### config.mk
export PLATFORM = sky130hd
export DESIGN_NAME = mem2_load_collect
export DESIGN_NICKNAME = d
export VERILOG_FILES = /design/src/rtl/mem2_load_collect_pkg.sv /design/src/rtl/mem2_load_collect_align.sv /design/src/rtl/mem2_load_collect.sv
export SDC_FILE = /design/constraint.sdc
export NUM_CORES = 1
export LEC_CHECK = 0
export BUFFER_PORTS_ARGS = -buffer_cell sky130_fd_sc_hd__buf_2
export CAP_MARGIN = 20
export CORE_MARGIN = 5
export CORE_UTILIZATION = 50
export CTS_CLUSTER_SIZE = 14
export DETAILED_ROUTE_END_ITERATION = 8
export PLACE_DENSITY = 0.93
export SLEW_MARGIN = 20
export SYNTH_ARGS = -nofsm -noshare
export SYNTH_HDL_FRONTEND = slang
export SYNTH_HIERARCHICAL = 1
export SYNTH_SLANG_ARGS = --single-unit
export TNS_END_PERCENT = 5
### constraint.sdc
create_clock -name clk -period 3.6 [get_ports clk]
set_clock_uncertainty 0.2 [all_clocks]
set_input_delay 0.36 -clock clk [delete_from_list [all_inputs] [get_ports clk]]
set_output_delay 0.36 -clock clk [all_outputs]
set_load 0.02 [all_outputs]
### src/rtl/mem2_load_collect_pkg.sv
// Shared types for the MEM2 load-collect stage: load descriptor, size codes,
// writeback select encodings and the collector state enum.
package mem2_load_collect_pkg;

  typedef enum logic [1:0] {
    SIZE_BYTE = 2'b00,
    SIZE_HALF = 2'b01,
    SIZE_WORD = 2'b10
  } load_size_e;

  typedef struct packed {
    logic       ReadMem;
    logic       Sign;
    logic [1:0] Size;
  } load_type_t;

  localparam logic [1:0] WBSel_ALUOut = 2'b00;
  localparam logic [1:0] WBSel_MemOut = 2'b01;

  // PASS: nothing owed, WAIT: response pending, HOLD: response parked for WB,
  // DRAIN: one response still owed to a flushed load.
  typedef enum logic [1:0] {
    PASS  = 2'b00,
    WAIT  = 2'b01,
    HOLD  = 2'b10,
    DRAIN = 2'b11
  } collect_state_e;

endpackage

### src/rtl/mem2_load_collect_align.sv
// Byte/half/word lane select and sign/zero extension of a returned data word.
// Purely combinational so the forwarding path can reuse it.
module mem2_load_collect_align
  import mem2_load_collect_pkg::*;
#(
  parameter int DATA_W = 32
) (
  input  logic              sign,
  input  logic [1:0]        size,
  input  logic [1:0]        off,
  input  logic [DATA_W-1:0] rdata,
  output logic [DATA_W-1:0] data
);

  logic [7:0]  byte_sel;
  logic [15:0] half_sel;

  always_comb begin
    byte_sel = rdata[8*off +: 8];
    // off[0] is ignored for halves: a misaligned half already trapped in MEM.
    half_sel = off[1] ? rdata[31:16] : rdata[15:0];
    data     = rdata;
    case (size)
      SIZE_BYTE: data = {{(DATA_W-8){sign & byte_sel[7]}}, byte_sel};
      SIZE_HALF: data = {{(DATA_W-16){sign & half_sel[15]}}, half_sel};
      default:   data = rdata;
    endcase
  end

endmodule

### src/rtl/mem2_load_collect.sv
// MEM2-stage load collector: waits for the data-cache response, aligns it,
// stalls while it is outstanding, parks it for WB and drains flushed responses.
module mem2_load_collect
  import mem2_load_collect_pkg::*;
#(
  parameter int DATA_W = 32
) (
  input  logic              clk,
  input  logic              rst,
  input  logic              MEM2_Flush,
  input  logic              WB_Wr,
  input  load_type_t        MEM2_LoadType,
  input  logic [DATA_W-1:0] MEM2_ALUOut,
  input  logic [1:0]        MEM2_WbSel,
  input  logic [4:0]        MEM2_ExcType,
  input  logic              dcache_data_ok,
  input  logic [DATA_W-1:0] dcache_rdata,
  output logic [DATA_W-1:0] MEM2_Result,
  output logic              MEM2_DataStall,
  output logic              MEM2_LoadBusy,
  output collect_state_e    debug_state,
  output logic [DATA_W-1:0] debug_hold
);

  // Handshake: dcache_data_ok is a one-cycle valid with no ready; exactly one
  // pulse per issued request, in request order. WB_Wr is the WB register's
  // accept; a result not accepted at the edge it is shown must be parked.
  collect_state_e    state;
  logic [DATA_W-1:0] hold_q;
  logic [DATA_W-1:0] aligned;
  logic [DATA_W-1:0] mem_value;
  logic              need;
  logic              mem_valid;
  logic              stall_c;

  mem2_load_collect_align #(.DATA_W(DATA_W)) u_align (
    .sign  (MEM2_LoadType.Sign),
    .size  (MEM2_LoadType.Size),
    .off   (MEM2_ALUOut[1:0]),
    .rdata (dcache_rdata),
    .data  (aligned)
  );

  assign need = MEM2_LoadType.ReadMem && (MEM2_ExcType == 5'd0) && !MEM2_Flush;

  always_comb begin
    mem_valid = 1'b0;
    mem_value = aligned;
    stall_c   = 1'b0;
    case (state)
      PASS: begin
        mem_valid = need && dcache_data_ok;
        stall_c   = need && !dcache_data_ok;
      end
      WAIT: begin
        mem_valid = dcache_data_ok && !MEM2_Flush;
        stall_c   = !dcache_data_ok;
      end
      HOLD: begin
        mem_valid = 1'b1;
        mem_value = hold_q;
      end
      DRAIN: stall_c = need;
      default: ;
    endcase
  end

  // Reset forces the pass-through view immediately, not one edge later.
  assign MEM2_Result    = (rst && mem_valid && (MEM2_WbSel == WBSel_MemOut))
                          ? mem_value : MEM2_ALUOut;
  assign MEM2_DataStall = rst && stall_c;
  assign MEM2_LoadBusy  = rst && ((state == WAIT) || (state == DRAIN));
  assign debug_state    = state;
  assign debug_hold     = hold_q;

  always_ff @(posedge clk) begin
    if (!rst) begin
      state  <= PASS;
      hold_q <= '0;
    end else begin
      case (state)
        PASS: begin
          if (need) begin
            if (!dcache_data_ok) begin
              state <= WAIT;
            end else if (!WB_Wr) begin
              state  <= HOLD;
              hold_q <= aligned;
            end
          end
        end
        WAIT: begin
          if (dcache_data_ok) begin
            if (MEM2_Flush || WB_Wr) begin
              state <= PASS;
            end else begin
              state  <= HOLD;
              hold_q <= aligned;
            end
          end else if (MEM2_Flush) begin
            state <= DRAIN;
          end
        end
        HOLD: begin
          // A response here would break the one-per-request contract; ignored.
          if (WB_Wr || MEM2_Flush) state <= PASS;
        end
        DRAIN: begin
          if (dcache_data_ok) state <= need ? WAIT : PASS;
        end
        default: state <= PASS;
      endcase
    end
  end

endmodule

==> run summary, run 1 <==
==================================================================================================
Final sum of negative setup slack                                                             0 ns
Worst Hold Class                                                                         in -> reg
Number of different library cells in the post-synthesis netlist                                 41
Fin. Hold Viols                                                                                  0
Area enclosed by the die boundary                                                        7585 um^2
Final HPWL DP                                                                              7276 um
Critical path launch point                                                            debug_state[0]$_SDFFE_PN0P_
Number of antenna violations at the first check in global routing                                0
Synth Area per Inst                                                                     8.209 um^2
Crit path largest cell delay                                                               0.49 ns
Largest net degree at the start of global routing                                               70
Crit path cell chain                                                                  nand2b_2 -> buf_4 -> mux2_2 -> mux2_1 -> buf_2
Capture point of the worst reg-to-reg path                                            debug_hold[28]$_SDFFE_PN0P_
Post-cts hold buffer count                                                                       0
Effective utilization at floorplan                                                          0.5079
Overall routed net length                                                                  9361 um
Highest attainable clock frequency                                                       331.6 MHz
Most frequent cells in the layout                                                     buf_2 (147), nand2_1 (121), mux2_2 (56), mux2i_1 (35), dfxtp_1 (34)
CP Data Arrival Time                                                                       2.46 ns
Max-slew violation count                                                                         0
Antenna fix cells                                                                                0
WS Path Type                                                                            reg -> out
CORE AREA                                                                                5851 um^2
Leading cell type in the layout, fill and taps excluded                                      buf_2
DR pass1 iterations                                                                              6
Most used DFF post-synth                                                                   dfxtp_1
TritonCTS Sinks                                                                                 34
Clock tree from TritonCTS                                                                    built
Final RePlAce weighted congestion                                                           0.8554
Least-Margin Pin Slew                                                                    0.6375 ns
Power density over the cells                                                          287.5 nW/um^2
Cell type with the highest aggregate area in the netlist                                   dfxtp_1
Number of enable flip-flop cells after synthesis                                                 0
Nature of the critical path endpoint                                                   output port
Synth warn                                                                                       6
Clock root buffer                                                                         clkbuf_8
Via count                                                                                     3117
CTS H-tree lvls                                                                                  2
Global-route wire length before repair                                                    14820 um
Number of nets at the end of the flow                                                          574
Number of setup violations in the final report                                                   0
Mapped Cells                                                                                   362
Area share of the largest cell type after synthesis                                         0.2291
Number of max-cap violations                                                                     0
Final standard cell utilization of the core                                                 0.6559
FFs w/ async S/R, synth                                                                          0
Max_slew headroom                                                                           0.5750
Startpoint of the worst-slack reg-to-reg timing path                                  debug_state[0]$_SDFFE_PN0P_
Critical path required time                                                                3.04 ns
Horizontal die dimension                                                                  87.09 um
#FFs+latches synth                                                                              34
Hold depth                                                                                       5
Clock tree buffer depth                                                                          2
Synth area leaders                                                                    dfxtp_1 (23%), mux2_2 (21%), nand2_1 (15%)
Post-Syn Nets                                                                                  442
Worst setup SP type                                                                           flop
Count of nets left with antenna violations after detail routing                                  0
Netlist area before placement                                                            2972 um^2
Setup Buffers After CTS                                                                          0
Post-layout min period                                                                    3.016 ns
Post-detailed-route via-to-cell ratio                                                        5.468
Total track usage                                                                           0.2425
Run status                                                                            finished clean
Fraction of the yosys area taken by sequential cells                                        0.2291
Cell area after layout                                                                   3837 um^2
Routed wire length per instance                                                           16.42 um
Number of clock buffers inserted by TritonCTS                                                    5
RSZ-0062 raised after global routing                                                         false
PnR Total Power                                                                         0.001103 W
I/O pins                                                                                       148
Source-to-sink clock delay at the later pin of the worst-skew pair                         0.29 ns
Number of cell instances on the worst register-to-register path                                  4
Signed area change from the synthesized netlist to the final layout                         29.14%
Clock transition time at the flip-flop clock pins of the worst setup and hold paths        0.08 ns
Die height                                                                                87.09 um
Share of the cycle needed by the critical path after routing                                0.8377
Total global routing overflow                                                                    0
Crit-path max FO                                                                                19
Highest ir drop seen on vdd                                                              0.1886 mV
Setup slack of the worst register-to-register path                                         1.77 ns
Port buffer count                                                                              147
Placement Cell Area                                                                      3695 um^2
Via count of the first global-routing pass                                                    3067
Standby leakage power                                                                     1.841 nW
Number of remaining DRC errors                                                                   0
Row count                                                                                       28
End point of the critical path                                                        MEM2_Result[13]
Worst-path cell with the longest stage delay                                              nand2b_2
DRC marker count from the first detailed-route iteration                                       192
Share of final-layout standard cells stronger than drive strength 1                         0.4768
Post-cts resize count                                                                            0
==================================================================================================
-- worst min path at each step --
stage	start	endpoint
2_1_floorplan	debug_hold[0]$_SDFFE_PN0P_	debug_hold[0]$_SDFFE_PN0P_
3_3_place_gp	debug_hold[17]$_SDFFE_PN0P_	debug_hold[17]$_SDFFE_PN0P_
3_5_place_dp	debug_hold[14]$_SDFFE_PN0P_	debug_hold[14]$_SDFFE_PN0P_
4_1_cts	debug_hold[22]$_SDFFE_PN0P_	debug_hold[22]$_SDFFE_PN0P_
5_1_grt	WB_Wr	debug_state[1]$_SDFFE_PN0P_
6_report	dcache_rdata[4]	debug_hold[4]$_SDFFE_PN0P_
-- cell usage after synthesis, drive strengths merged, types with 2 or more instances --
master	count
a21o	3
a21oi	4
a221o	8
a22oi	5
a2bb2oi	3
a31oi	2
and2b	2
buf	17
clkbuf	12
dfxtp	34
inv	3
mux2	65
mux2i	35
nand2	122
nand2b	9
nand3b	2
nor2	6
nor2b	6
nor3	4
o21ai	5
o22a	3
o22ai	2
-- power breakdown --
part | total, W | leakage (nW) | switching [W] | internal, W
clock | 0.000452 | 0.0714 | 0.000156 | 0.000296
combinational | 0.000275 | 1.50 | 0.000150 | 0.000125
sequential | 0.000377 | 0.274 | 0.000000448 | 0.000376
-- per-stage QoR --
stage	setup WS (ns)	instances	hold WS (ns)
after global routing	0.4597	570	0.2813
after CTS	0.5785	570	0.2738
after floorplan	1.079	362	0.3429
after detailed placement	0.7191	562	0.2596
after global placement	0.8308	562	0.2515
final	0.5844	570	0.2652
-- logic make-up after synthesis --
kind of cell	synth area share
AOI/OAI and AO/OA	0.1091
and+or+nand+nor	0.2371
buffers and inverters	0.06063
muxes	0.3642
DFF	0.2291
-- cell type report --
| class | instances | area, um^2 |
|---|---|---|
| Clock inverter | 2 | 60.06 |
| Tap cell | 75 | 93.84 |
| Fill cell | 521 | 2013 |
| Sequential cell | 34 | 680.7 |
| Inverter | 3 | 11.26 |
| Multi-Input combinational cell | 296 | 2121 |
| Clock buffer | 6 | 82.58 |
| Timing Repair Buffer | 154 | 788.3 |
-- sequential cells by signal, summed over array words and instances, names as in the netlist --
signal / flops
debug_hold: 32
debug_state: 2
-- worst max-delay path, delay by kind of cell, from the launching register on --
family / cells / cell delay, ns
AND/OR/NAND/NOR: 1 / 0.49
flip-flops: 1 / 0.48
buffers and inverters: 2 / 0.52
multiplexers: 2 / 0.67
-- layer usage --
layer  vias up  global-route usage  wire, um
met3         7             0.06717       984
met1      1438              0.2913      3654
met4         0             0.05160        83
met2       157              0.4300      4638
li1       1515                   -         -
met5         -                   0         0
Power figures use the tool's default switching activity.
==> run 2, diff against run 1 <==
- CORE_UTILIZATION: 50 -> 42
- PLACE_DENSITY: 0.93 -> 0.84
- clock period: 3.6 -> 2.75 ns (I/O delays scaled with it)
==> run summary, run 2 (synthesis results as in run 1) <==
==================================================================================================
Signed area change from the synthesized netlist to the final layout                         29.98%
Number of antenna violations at the first check in global routing                                0
Clk network pwr share                                                                        0.315
Critical path required time                                                                2.28 ns
Power density over the cells                                                          323.2 nW/um^2
Antenna fix cells                                                                                0
Highest ir drop seen on vdd                                                              0.1472 mV
Fill cell total of the finished layout                                                         664
TritonCTS Sinks                                                                                 34
Post-detailed-route via-to-cell ratio                                                        5.171
Least-Margin Pin Slew                                                                    0.6493 ns
Crit path largest cell delay                                                               0.58 ns
Highest attainable clock frequency                                                       388.9 MHz
Post-cts resize count                                                                            0
Most frequent cells in the layout                                                     buf_2 (147), nand2_1 (121), mux2_2 (56), mux2i_1 (35), dfxtp_1 (34)
Seq. cell area                                                                          680.7 um^2
Nature of the critical path endpoint                                                   output port
Via count                                                                                     3082
Total track usage                                                                           0.2046
Crit path cell chain                                                                  buf_2 -> nand3b_2 -> or4b_1 -> o22ai_4 -> buf_12 -> mux2_1 -> buf_2
CP Data Arrival Time                                                                       2.10 ns
Post-cts hold buffer count                                                                       0
Clock tree buffer depth                                                                          2
Total global routing overflow                                                                    0
Die height                                                                                94.12 um
Worst-path cell with the longest stage delay                                                or4b_1
Family with the most delay on the worst path                                          simple AND/OR/NAND/NOR gates
CTS H-tree lvls                                                                                  2
Overall routed net length                                                                  9236 um
Worst Hold Class                                                                         in -> reg
DRC marker count from the first detailed-route iteration                                       185
Internal power                                                                         0.0008616 W
Via count of the first global-routing pass                                                    3099
Number of buffers and inverters on the critical path                                             3
Global-route wire length before repair                                                    14590 um
Clock root buffer                                                                         clkbuf_8
Number of nets at the end of the flow                                                          579
Final sum of negative setup slack                                                             0 ns
CORE AREA                                                                                6832 um^2
Switching component of the power                                                       0.0003868 W
Area enclosed by the die boundary                                                        8858 um^2
Largest net degree at the start of global routing                                               70
Port buffer count                                                                              147
Final HPWL DP                                                                              7411 um
Standby leakage power                                                                     1.845 nW
Library cell appearing most often on the critical path                                       buf_2
Run status                                                                            finished clean
Effective utilization at floorplan                                                          0.4350
Worst setup SP type                                                                   primary input
Crit-path max FO                                                                                22
Portion of total power attributed to sequential cells                                        0.395
Fin. Hold Viols                                                                                  0
Share of the cycle needed by the critical path after routing                                0.9350
Setup Buffers After CTS                                                                          0
RSZ-0062 raised after global routing                                                         false
Max_slew headroom                                                                           0.5671
WS Path Type                                                                             in -> out
I/O pins                                                                                       148
Row count                                                                                       30
Post-layout min period                                                                    2.571 ns
Max-slew violation count                                                                         0
Clock transition time at the flip-flop clock pins of the worst setup and hold paths        0.07 ns
Routed wire length per instance                                                           15.50 um
Number of clock buffers inserted by TritonCTS                                                    5
Count of nets left with antenna violations after detail routing                                  0
Switching part of the total                                                                 0.3099
DR pass1 iterations                                                                              4
Number of remaining DRC errors                                                                   0
Clock tree from TritonCTS                                                                    built
Leading cell type in the layout, fill and taps excluded                                      buf_2
Number of max-cap violations                                                                     0
Logic pwr share                                                                              0.290
Footprint of the multi-input gates                                                       2121 um^2
Share of final-layout standard cells stronger than drive strength 1                         0.4800
Max reg flops                                                                                   32
Source-to-sink clock delay at the later pin of the worst-skew pair                         0.28 ns
Final standard cell utilization of the core                                                 0.5654
Number of setup violations in the final report                                                   0
Horizontal die dimension                                                                  94.12 um
Final RePlAce weighted congestion                                                           0.9282
==================================================================================================
## run 2: cell count changes in the layout (fill, tap and decap cells not counted), sizes merged
| cell | previous run | this run |
|---|---|---|
| bufinv | 2 | 0 |
| clkinv | 0 | 1 |
| buf | 154 | 159 |
| clkbuf | 6 | 7 |
## run 2: power groups by stage
stage          clock network (W)  registers, W  logic, W
4_1_cts                 0.000404      0.000493  0.000363
2_1_floorplan                  0      0.000505  0.000230
3_5_place_dp                   0      0.000505  0.000361
6_report                0.000393      0.000493  0.000362
3_3_place_gp                   0      0.000505  0.000351
5_1_grt                 0.000420      0.000493  0.000399
## run 2: path summary, 6_finish.rpt
| path | start | to | slack, ns | cells past startpoint |
|---|---|---|---|---|
| setup / recovery | MEM2_WbSel[1] | MEM2_Result[29] | 0.18 | 7 |
| hold / removal | dcache_rdata[29] | debug_hold[29]$_SDFFE_PN0P_ | 0.19 | 5 |
| setup reg to reg | debug_state[0]$_SDFFE_PN0P_ | debug_hold[22]$_SDFFE_PN0P_ | 1.01 | 4 |
| hold reg to reg | debug_hold[27]$_SDFFE_PN0P_ | debug_hold[27]$_SDFFE_PN0P_ | 0.27 | 2 |
## run 2: through the flow
stage	instance area, um^2	cells	hold slack, ns	total power [W]	setup slack [ns]
floorplan	2972	362	0.2742	0.0007352	0.3141
global placement	3771	588	0.2517	0.0008560	0.2012
detailed placement	3771	588	0.2614	0.0008653	0.1868
CTS	3862	596	0.1899	0.001260	0.1718
global route	3862	596	0.2140	0.001311	0.09683
finish	3862	596	0.1876	0.001248	0.1787
## run 2: layout make-up
class                   count  area share
clock buffers               7     0.02235
clock inverters             1    0.001296
multi-input cells         296      0.5491
repair buffers            159      0.2170
flip-flops and latches     34      0.1762
inverters                   3    0.002915
well taps                  96     0.03110
## run 2: per-layer routing
metal | track usage | wire, um
met4 | 0.04452 | 105
met3 | 0.04728 | 744
met5 | 0 | 0
met1 | 0.2463 | 3843
met2 | 0.3672 | 4542
## run 2: tightest hold or removal path, delay by kind of cell
kind                   cells  cell delay, ns
buffers and inverters      1            0.12
multiplexers               1            0.06
AND/OR/NAND/NOR            3            0.17
==> run 3, diff against run 2 <==
- PLACE_DENSITY: 0.84 -> 0.87
==> run summary, run 3 (synthesis results as in run 1) <==
==================================================================================================
Startpoint of the worst-slack reg-to-reg timing path                                  debug_state[0]$_SDFFE_PN0P_
Power density over the cells                                                          342.9 nW/um^2
Signed area change from the synthesized netlist to the final layout                         30.86%
Final HPWL DP                                                                              7462 um
WS Path Type                                                                             in -> out
Most frequent cells in the layout                                                     buf_2 (147), nand2_1 (121), mux2_2 (56), mux2i_1 (35), dfxtp_1 (34)
RSZ-0062 raised after global routing                                                         false
Leading cell type in the layout, fill and taps excluded                                      buf_2
Count of nets left with antenna violations after detail routing                                  0
Post-layout min period                                                                    2.611 ns
Worst path setup slack after routing                                                     0.1393 ns
Highest attainable clock frequency                                                       383.0 MHz
Total track usage                                                                           0.2145
Post-cts hold buffer count                                                                       0
Fin. Hold Viols                                                                                  0
Antenna fix cells                                                                                0
Placement Cell Area                                                                      3776 um^2
Number of remaining DRC errors                                                                   0
Area enclosed by the die boundary                                                        8858 um^2
Post-cts resize count                                                                            0
Number of clock buffers inserted by TritonCTS                                                    5
Overall routed net length                                                                  9353 um
Number of setup violations in the final report                                                   0
Least-Margin Pin Slew                                                                    0.6591 ns
Endpoint of the worst hold-timing path                                                debug_hold[7]$_SDFFE_PN0P_
Effective utilization at floorplan                                                          0.4350
Number of nets at the end of the flow                                                          578
DRC marker count from the first detailed-route iteration                                       114
Final RePlAce weighted congestion                                                           0.9342
Max reg flops                                                                                   32
Final sum of negative setup slack                                                             0 ns
Clock tree buffer depth                                                                          2
Worst hold slack after final layout                                                      0.1844 ns
Worst setup SP type                                                                   primary input
Clock tree from TritonCTS                                                                    built
Crit-path max FO                                                                                11
DR pass1 iterations                                                                              4
CP Data Arrival Time                                                                       2.14 ns
Hold depth                                                                                       4
Cell area after layout                                                                   3889 um^2
Setup Buffers After CTS                                                                          0
Crit path cell chain                                                                  buf_2 -> nand3b_2 -> or4b_1 -> o22ai_4 -> buf_4 -> mux2_2 -> buf_2
Routed wire length per instance                                                           15.75 um
Worst Hold Class                                                                         in -> reg
Fill cell total of the finished layout                                                         631
Max-slew violation count                                                                         0
Run status                                                                            finished clean
I/O pins                                                                                       148
PnR Total Power                                                                         0.001334 W
Start point of the worst min-delay path                                               MEM2_LoadType[1]
Crit path largest cell delay                                                               0.58 ns
Die height                                                                                94.12 um
Worst slack, placed                                                                      0.1279 ns
Setup slack of the worst register-to-register path                                         1.04 ns
Number of cell instances on the worst register-to-register path                                  4
Clock transition time at the flip-flop clock pins of the worst setup and hold paths        0.08 ns
Largest net degree at the start of global routing                                               70
Number of max-cap violations                                                                     0
Horizontal die dimension                                                                  94.12 um
Capture point of the worst reg-to-reg path                                            debug_hold[8]$_SDFFE_PN0P_
Via count                                                                                     3082
Library cell appearing most often on the critical path                                       buf_2
Clock root buffer                                                                         clkbuf_8
Row count                                                                                       30
Number of antenna violations at the first check in global routing                                0
Post-detailed-route via-to-cell ratio                                                        5.189
Share of final-layout standard cells stronger than drive strength 1                         0.4799
Critical path required time                                                                2.28 ns
Share of the cycle needed by the critical path after routing                                0.9493
Via count of the first global-routing pass                                                    3211
CORE AREA                                                                                6832 um^2
Port buffer count                                                                              147
Max_slew headroom                                                                           0.5606
Nature of the critical path endpoint                                                   output port
TritonCTS Sinks                                                                                 34
Worst-path cell with the longest stage delay                                                or4b_1
Source-to-sink clock delay at the later pin of the worst-skew pair                         0.27 ns
CTS H-tree lvls                                                                                  2
Global-route wire length before repair                                                    15170 um
Standby leakage power                                                                     1.851 nW
Total global routing overflow                                                                    0
Highest ir drop seen on vdd                                                              0.1863 mV
==================================================================================================
[run 3: cell count changes in the layout (fill, tap and decap cells not counted), sizes merged]
| cell | delta |
|---|---|
| clkbuf | -1 |
| buf | -1 |
| bufinv | +1 |
| clkinv | -1 |
[run 3: worst max-delay path: cells and delay by family]
family	cells	cell delay (ns)
simple gates	2	0.81
buf+inv	3	0.49
mux	1	0.36
compound gates	1	0.20
[run 3: stage by stage]
stage,cells,util
floorplan,362,-
global placement,587,0.5527
detailed placement,587,0.5527
finish,594,0.5692
global route,594,0.5692
CTS,594,0.5692
[run 3: report_power, final]
group          switching, W  internal (W)
Sequential      0.000000530      0.000493
Clock              0.000184      0.000290
Combinational      0.000199      0.000167
[run 3: per-layer routing]
layer,wire (um),up-vias,GRT usage
li1,-,1522,-
met2,4720,123,0.3832
met3,739,11,0.05449
met1,3752,1426,0.2536
met5,0,-,0
met4,141,0,0.05415
[run 3: how the worst max path moves through the flow]
stage,startpoint,cells after the start,end,slack (ns)
6_report,MEM2_WbSel[1],7,MEM2_Result[8],0.14
5_1_grt,debug_state[0]$_SDFFE_PN0P_,5,MEM2_Result[20],0.02
4_1_cts,MEM2_WbSel[1],7,MEM2_Result[8],0.12
3_5_place_dp,MEM2_WbSel[1],7,MEM2_Result[8],0.13
3_3_place_gp,MEM2_WbSel[1],7,MEM2_Result[0],0.19
2_1_floorplan,debug_state[1]$_SDFFE_PN0P_,5,MEM2_Result[13],0.31
[run 3: layout make-up]
cell class	instances	area, um^2	share of cell area
well taps	96	120.1	0.03089
clock inverters	1	30.03	0.007722
clock buffers	6	82.58	0.02124
repair buffers	158	843.3	0.2169
flip-flops and latches	34	680.7	0.1750
inverters	3	11.26	0.002896
multi-input cells	296	2121	0.5454
